===== src/rtl/rgb2grey_stream.sv =====
// Streaming RGB-to-grey converter: programmable Q0.FRAC weights, optional round-half-up,
// two register stages under a valid/ready handshake with full backpressure and a per-frame beat counter.
module rgb2grey_stream #(
  parameter int unsigned      CW    = 8,
  parameter int unsigned      FRAC  = 8,
  parameter logic [FRAC-1:0]  R_DEF = 8'h4C,
  parameter logic [FRAC-1:0]  G_DEF = 8'h96,
  parameter logic [FRAC-1:0]  B_DEF = 8'h1D,
  parameter int unsigned      CNT_W = 16
) (
  input  logic              clk,
  input  logic              rst,
  input  logic              in_valid,
  output logic              in_ready,
  input  logic [3*CW-1:0]   in_pixel,
  input  logic              in_last,
  input  logic              round_en,
  input  logic              cfg_we,
  input  logic [1:0]        cfg_sel,
  input  logic [FRAC-1:0]   cfg_data,
  output logic              out_valid,
  input  logic              out_ready,
  output logic [CW-1:0]     out_grey,
  output logic              out_last,
  output logic [CNT_W-1:0]  out_count
);

  localparam int unsigned PW = CW + FRAC;
  localparam int unsigned SW = PW + 2;

  // Handshake: a beat transfers on a rising edge where valid & ready are both high; a source
  // holds valid and payload until that edge. The whole pipe moves only when the output slot
  // is empty or being drained, so in_ready depends on out_ready/out_valid but never on in_valid.
  logic w_en;
  logic w_accept;

  logic [FRAC-1:0] r_cr, r_cg, r_cb;

  logic          r_v1;
  logic [PW-1:0] r_pr, r_pg, r_pb;
  logic          r_rnd1;
  logic          r_last1;

  logic             r_v2;
  logic [CW-1:0]    r_grey;
  logic             r_last2;
  logic [CNT_W-1:0] r_count;

  logic [CW-1:0] w_r, w_g, w_b;
  logic [PW-1:0] w_pr, w_pg, w_pb;
  logic [SW-1:0] w_rnd_add;
  logic [SW-1:0] w_sum;
  logic [SW-1:0] w_shift;
  logic [CW-1:0] w_grey;

  assign w_en     = !r_v2 || out_ready;
  assign w_accept = in_valid && w_en;
  assign in_ready = w_en;

  assign w_r = in_pixel[3*CW-1:2*CW];
  assign w_g = in_pixel[2*CW-1:CW];
  assign w_b = in_pixel[CW-1:0];

  assign w_pr = {{CW{1'b0}}, r_cr} * {{FRAC{1'b0}}, w_r};
  assign w_pg = {{CW{1'b0}}, r_cg} * {{FRAC{1'b0}}, w_g};
  assign w_pb = {{CW{1'b0}}, r_cb} * {{FRAC{1'b0}}, w_b};

  assign w_rnd_add = r_rnd1 ? (SW'(1) << (FRAC - 1)) : '0;
  assign w_sum     = {2'b00, r_pr} + {2'b00, r_pg} + {2'b00, r_pb} + w_rnd_add;
  assign w_shift   = w_sum >> FRAC;
  // Anything at or above 2^CW clips to full scale.
  assign w_grey    = (|w_shift[SW-1:CW]) ? {CW{1'b1}} : w_shift[CW-1:0];

  // Coefficient writes land at the edge, so a pixel accepted on that same edge sees the old value.
  always_ff @(posedge clk or posedge rst) begin
    if (rst) begin
      r_cr <= R_DEF;
      r_cg <= G_DEF;
      r_cb <= B_DEF;
    end else if (cfg_we) begin
      case (cfg_sel)
        2'd0:    r_cr <= cfg_data;
        2'd1:    r_cg <= cfg_data;
        2'd2:    r_cb <= cfg_data;
        default: ;
      endcase
    end
  end

  always_ff @(posedge clk or posedge rst) begin
    if (rst) begin
      r_v1    <= 1'b0;
      r_pr    <= '0;
      r_pg    <= '0;
      r_pb    <= '0;
      r_rnd1  <= 1'b0;
      r_last1 <= 1'b0;
    end else if (w_en) begin
      r_v1 <= w_accept;
      if (w_accept) begin
        r_pr    <= w_pr;
        r_pg    <= w_pg;
        r_pb    <= w_pb;
        r_rnd1  <= round_en;
        r_last1 <= in_last;
      end
    end
  end

  // Bubbles leave the output payload untouched; only out_valid follows them.
  always_ff @(posedge clk or posedge rst) begin
    if (rst) begin
      r_v2    <= 1'b0;
      r_grey  <= '0;
      r_last2 <= 1'b0;
    end else if (w_en) begin
      r_v2 <= r_v1;
      if (r_v1) begin
        r_grey  <= w_grey;
        r_last2 <= r_last1;
      end
    end
  end

  always_ff @(posedge clk or posedge rst) begin
    if (rst) begin
      r_count <= '0;
    end else if (r_v2 && out_ready) begin
      if (r_last2) begin
        r_count <= '0;
      end else if (!(&r_count)) begin
        r_count <= r_count + CNT_W'(1);
      end
    end
  end

  assign out_valid = r_v2;
  assign out_grey  = r_grey;
  assign out_last  = r_last2;
  assign out_count = r_count;

endmodule


===== config.mk =====
export PLATFORM = sky130hd
export DESIGN_NAME = rgb2grey_stream
export DESIGN_NICKNAME = d
export VERILOG_FILES = /design/src/rtl/rgb2grey_stream.sv
export SDC_FILE = /design/constraint.sdc
export NUM_CORES = 1
export LEC_CHECK = 0
export BUFFER_PORTS_ARGS = -buffer_cell sky130_fd_sc_hd__buf_2
export CAP_MARGIN = 5
export CORE_MARGIN = 1.5
export CORE_UTILIZATION = 55
export CTS_CLUSTER_DIAMETER = 100
export DETAILED_ROUTE_END_ITERATION = 12
export PLACE_DENSITY = 0.85
export SYNTH_ARGS = -nofsm -noshare
export SYNTH_HDL_FRONTEND = slang
export SYNTH_SLANG_ARGS = --single-unit
export TNS_END_PERCENT = 1

===== constraint.sdc =====
create_clock -name clk -period 4.5 [get_ports clk]
set_clock_uncertainty 0.05 [all_clocks]
set_input_delay 0.225 -clock clk [delete_from_list [all_inputs] [get_ports clk]]
set_output_delay 0.225 -clock clk [all_outputs]
set_load 0.005 [all_outputs]

Word-level counts from Yosys, hierarchy flattened. Cells that the tools add are included.

Bits in registers: 101. Logic and storage cells: 40.

Multiplexer cells: 4. Reductions and logical operators: 13. Eq/ne operators: 3. $add $sub $neg: 4. Multipliers: 3.

Operator list (count): 8-bit by 8-bit multiplier with 16-bit output (3); 16-bit two-way mux (2); 17-bit by 16-bit adder with 18-bit output (1); 18-bit by 8-bit adder with 18-bit output (1); 16-bit by 16-bit adder with 17-bit output (1); 16-bit by 1-bit adder with 16-bit output (second input constant) (1); 8-bit two-way mux (2); 16-bit AND reduction (1); 2-bit AND reduction (6); 2-bit by 1-bit == test with 1-bit output (second input constant) (1); 2-bit == test (second input constant) (1); 1-bit logical AND (2); 2-bit logical NOT (1); 2-bit inequality test (second input constant) (1); 2-bit OR reduction (1); 1-bit logical NOT (1); 1-bit logical OR (1).

Depth between registers and ports, before layout.
Depth after elaboration: 5. Mapped depth: 16.

Least setup slack after synthesis. OpenSTA, ideal clock, no wires.

Path type: register to register. From: register r_cb[4]. To: register r_pb[15]. Buffers on the path: 0. Data arrival time: 4.063 ns. Stages on the path, launching flop included: 16. Library setup time: 0.069 ns. Setup slack: 0.318 ns. Cell sequence: dfstp_2 -> nand2_1 -> fa_1 -> fa_1 -> inv_1 -> fa_1 -> inv_1 -> fa_1 -> inv_1 -> ha_1 -> o21a_1 -> o31ai_2 -> a211oi_2 -> nor3_1 -> or4_1 -> nand3_1.

Word-level cells in the longest chain between the ends: 1.

Ends and longest elaborated chain: start: declaration (RTL line 37) `logic [FRAC-1:0] r_cr, r_cg, r_cb;`; start signal: assignment (RTL line 84) `2'd2: r_cb <= cfg_data;`; 8-bit by 8-bit multiplier with 16-bit output (RTL line 66) `assign w_pb = {{CW{1'b0}}, r_cb} * {{FRAC{1'b0}}, w_b};`; end signal: assignment (RTL line 103) `r_pb <= w_pb;`; end: declaration (RTL line 40) `logic [PW-1:0] r_pr, r_pg, r_pb;`.

Every way passes these cells. A chain may end at the register's enable or synchronous reset.

Worst setup path in the final report.
From: register r_cr[6]. To: register r_pr[13].

Word-level cells in the longest chain between the ends: 1.

Ends and longest elaborated chain: start: declaration (RTL line 37); start signal: assignment (RTL line 82) `2'd0: r_cr <= cfg_data;`; 8-bit by 8-bit multiplier with 16-bit output (RTL line 64) `assign w_pr = {{CW{1'b0}}, r_cr} * {{FRAC{1'b0}}, w_r};`; end signal: assignment (RTL line 101) `r_pr <= w_pr;`; end: declaration (RTL line 40).

Every way passes these cells.

==> reports/results.txt <==
outcome: finished, violations left
failing checks: hold timing
Die Y: 146 um
Mapped Avg Cell Area: 9.43 um2
PortBufs: 67
Logic pwr share: 0.754
critical path type: register to register
FMAX: 227 MHz
LEAKAGE: 6.28 nW
Crit. End Element: register
most frequent cells after synthesis: inv_1 (170), and2_1 (147), nand2_1 (145)
dpl cell area: 11900 um2
routed wire length: 24.9 mm
period utilization: 0.977
GR peak layer: met2
critical path data arrival time: 4.56 ns
DRT iter0 DRCs: 533
final hold viol count: 18
fraction of the yosys area taken by sequential cells: 0.226
worst endpoint required time: 4.67 ns
Worst-Skew Late Latency: 0.37 ns
cell area after synthesis: 11300 um2
Max clock buf depth: 2
number of max-cap violations: 0
DR vias/cell: 5.50
# rows: 52
pin count of the biggest net entering global routing: 64
Inserted Clock Buffers: 9
routed length per instance: 16.1 um
Max Slew Vio Count: 0
Sw Share: 0.501
antenna diode count: 0
I/O pin cnt: 68
post-synth top area share: 0.220
Slew @ Worst Pin: 0.838 ns
fraction of registers with async set/reset: 1.00
GR Util met1: 0.324
largest area contributor in the netlist: fa_1
H-tree Lvls: 3
core area: 20200 um2
Non-Filler Cell Area, Final: 12400 um2
Root Driver: clkbuf_16
cts hold-fix bufs: 0
crit-path max FO: 9
M3 GR Usage: 0.0306
GR Layer Usage met2: 0.409
R2R Setup Slk: 0.10 ns
ranking of synthesized cells by area: fa_1 (22%), dfrtp_1 (20%), ha_1 (15%), and2_1 (8.2%), inv_1 (5.7%)
maximum VDD drop: 0.000376 V
Final nets: 1573
Hold Crit Class: input port to asynchronous set/reset pin
Post-DRT Antenna Nets: 0
Seq pwr share: 0.158
Clock Power Share: 0.088
die area: 21300 um2
setup TNS: 0 ns
dpl hpwl: 20.0 mm
area delta synth->final: 10.1%
relative slew slack: 0.441
Most used DFF post-synth: dfrtp_1
syn_nets: 1497
router iterations before antenna repair: 5
GRT Util Overall: 0.242
PD cells: 787 nW/um2
CTS tree: built
R2R depth: 14
initial core utilization: 0.558
initial antenna violation count: 0
global-route wire length before repair: 41.5 mm
min Tclk post-route: 4.40 ns
count of cell types in the netlist: 51
worst hold slack: -0.0312 ns
layout cells sized above 1: 0.132
Startpoint Class: register
Util after Layout: 0.615
Cell Int Power: 4.87 mW
RSZ-0062 raised after global routing: yes
setup violators final: 0
Post-Synthesis Cells: 1195
DR vias: 8504
total congestion overflow: 0
GPL Wtd Cong: 0.923
FF+latch count, synth: 101
Worst-path clk slew: 0.08 ns
clk sinks: 101
vias in the first global route: 8507
warning count from the yosys run: 0
Critical Path End: r_pr[13]
number of flops mapped to enable cells by yosys: 0
RR Startpoint: r_cr[6]
top-count cell post-synth: inv_1
Post-route DRC: 0
chip width: 146 um
Crit. Startpoint: r_cr[6]
r2r endpoint: r_pr[13]
Switch Pwr: 4.89 mW
cell usage in the layout, fill, tap and decap left out, types with 4 or more instances in the layout:
cell       count
nand4_1        5
o21ai_0       46
a21o_1        11
o21bai_1       6
fa_1         124
o21a_1        14
nand3_1       19
o21ai_1       24
a21oi_1       30
buf_4         13
nor3_2         6
a211oi_2       4
xnor2_1        5
nor3_1        16
dfstp_2       11
nand2_1      142
nor2_1        40
clkbuf_16      9
xor2_1        29
a31oi_1       11
buf_2         67
o211ai_1       6
and2_1       147
inv_1        168
and3_1         4
ha_1         132
nand2b_1       6
a211oi_1       8
dfrtp_1       87
mux2_2        25
o31ai_1        5
ha_4           4
worst min path at each step:
stage	startpoint	to	slack (ns)	depth (start not counted)
after floorplan	in_last	r_last1	0.28	2
after global placement	r_v1	out_valid	0.39	2
after detailed placement	round_en	r_rnd1	0.40	3
after CTS	rst	r_pb[9]	0.02	2
after global routing	in_last	r_last1	0.04	3
final	rst	r_pb[7]	-0.03	2
per-layer routing:
| metal | wire length [um] | vias to the layer above | part of all wire |
|---|---|---|---|
| li1 | - | 4057 | - |
| met4 | 722 | 0 | 0.029 |
| met5 | 0 | - | 0 |
| met3 | 916 | 53 | 0.037 |
| met1 | 11200 | 4186 | 0.45 |
| met2 | 12100 | 208 | 0.49 |
state kept, by name (all words and copies together), names as in the netlist, 8 cells and up:
register	flops
r_pr	16
r_pg	16
out_grey	8
out_count	16
r_cr	8
r_pb	16
r_cb	8
r_cg	8
worst max-delay path, stage by stage, from the launching register on:
cell and delay (ns):
dfstp_2 0.62, and2_1 0.17, fa_1 0.42, fa_1 0.51, fa_1 0.49, inv_1 0.05, fa_1 0.47, inv_1 0.04
ha_1 0.32, o21a_1 0.20, nor2_1 0.15, a211oi_2 0.08, nor3_1 0.28, xor2_1 0.28, o21ai_0 0.12
power groups by stage:
stage | sequential (mW) | combinational, mW | clock (mW)
after floorplan | 1.46 | 5.43 | 0
after global placement | 1.54 | 6.70 | 0
after detailed placement | 1.56 | 7.01 | 0
after CTS | 1.54 | 7.10 | 0.869
after global routing | 1.57 | 8.31 | 0.913
final | 1.54 | 7.36 | 0.855
cell type report:
class | count | area (um2)
clock buffer | 9 | 225
clock inverter | 7 | 97.6
fill | 1625 | 7770
inverter | 170 | 641
multi-input combinational | 908 | 8110
sequential | 101 | 2540
tap | 270 | 338
timing repair buffer | 81 | 445
metrics by stage:
step | total power [mW] | setup slack (ns) | instances
6_report | 9.75 | 0.103 | 1546
5_1_grt | 10.8 | -0.0496 | 1546
4_1_cts | 9.51 | 0.0397 | 1539
3_5_place_dp | 8.57 | 0.0625 | 1523
3_3_place_gp | 8.24 | 0.200 | 1523
2_1_floorplan | 6.89 | 0.318 | 1195
cells by family after synthesis:
group                      share of synthesized area
buffers and inverters                         0.0625
adders and majority gates                      0.373
xor gates and xnor gates                      0.0264
and+or+nand+nor                                0.187
AOI/OAI and AO/OA                              0.101
DFF                                            0.226
muxes                                         0.0250
repair_timing:
item	in CTS	in global routing
resized for setup	0	15
endpoints found under the setup margin	0	7
buffers inserted	0	7
Note: power is estimated with default switching activity, not from simulation.
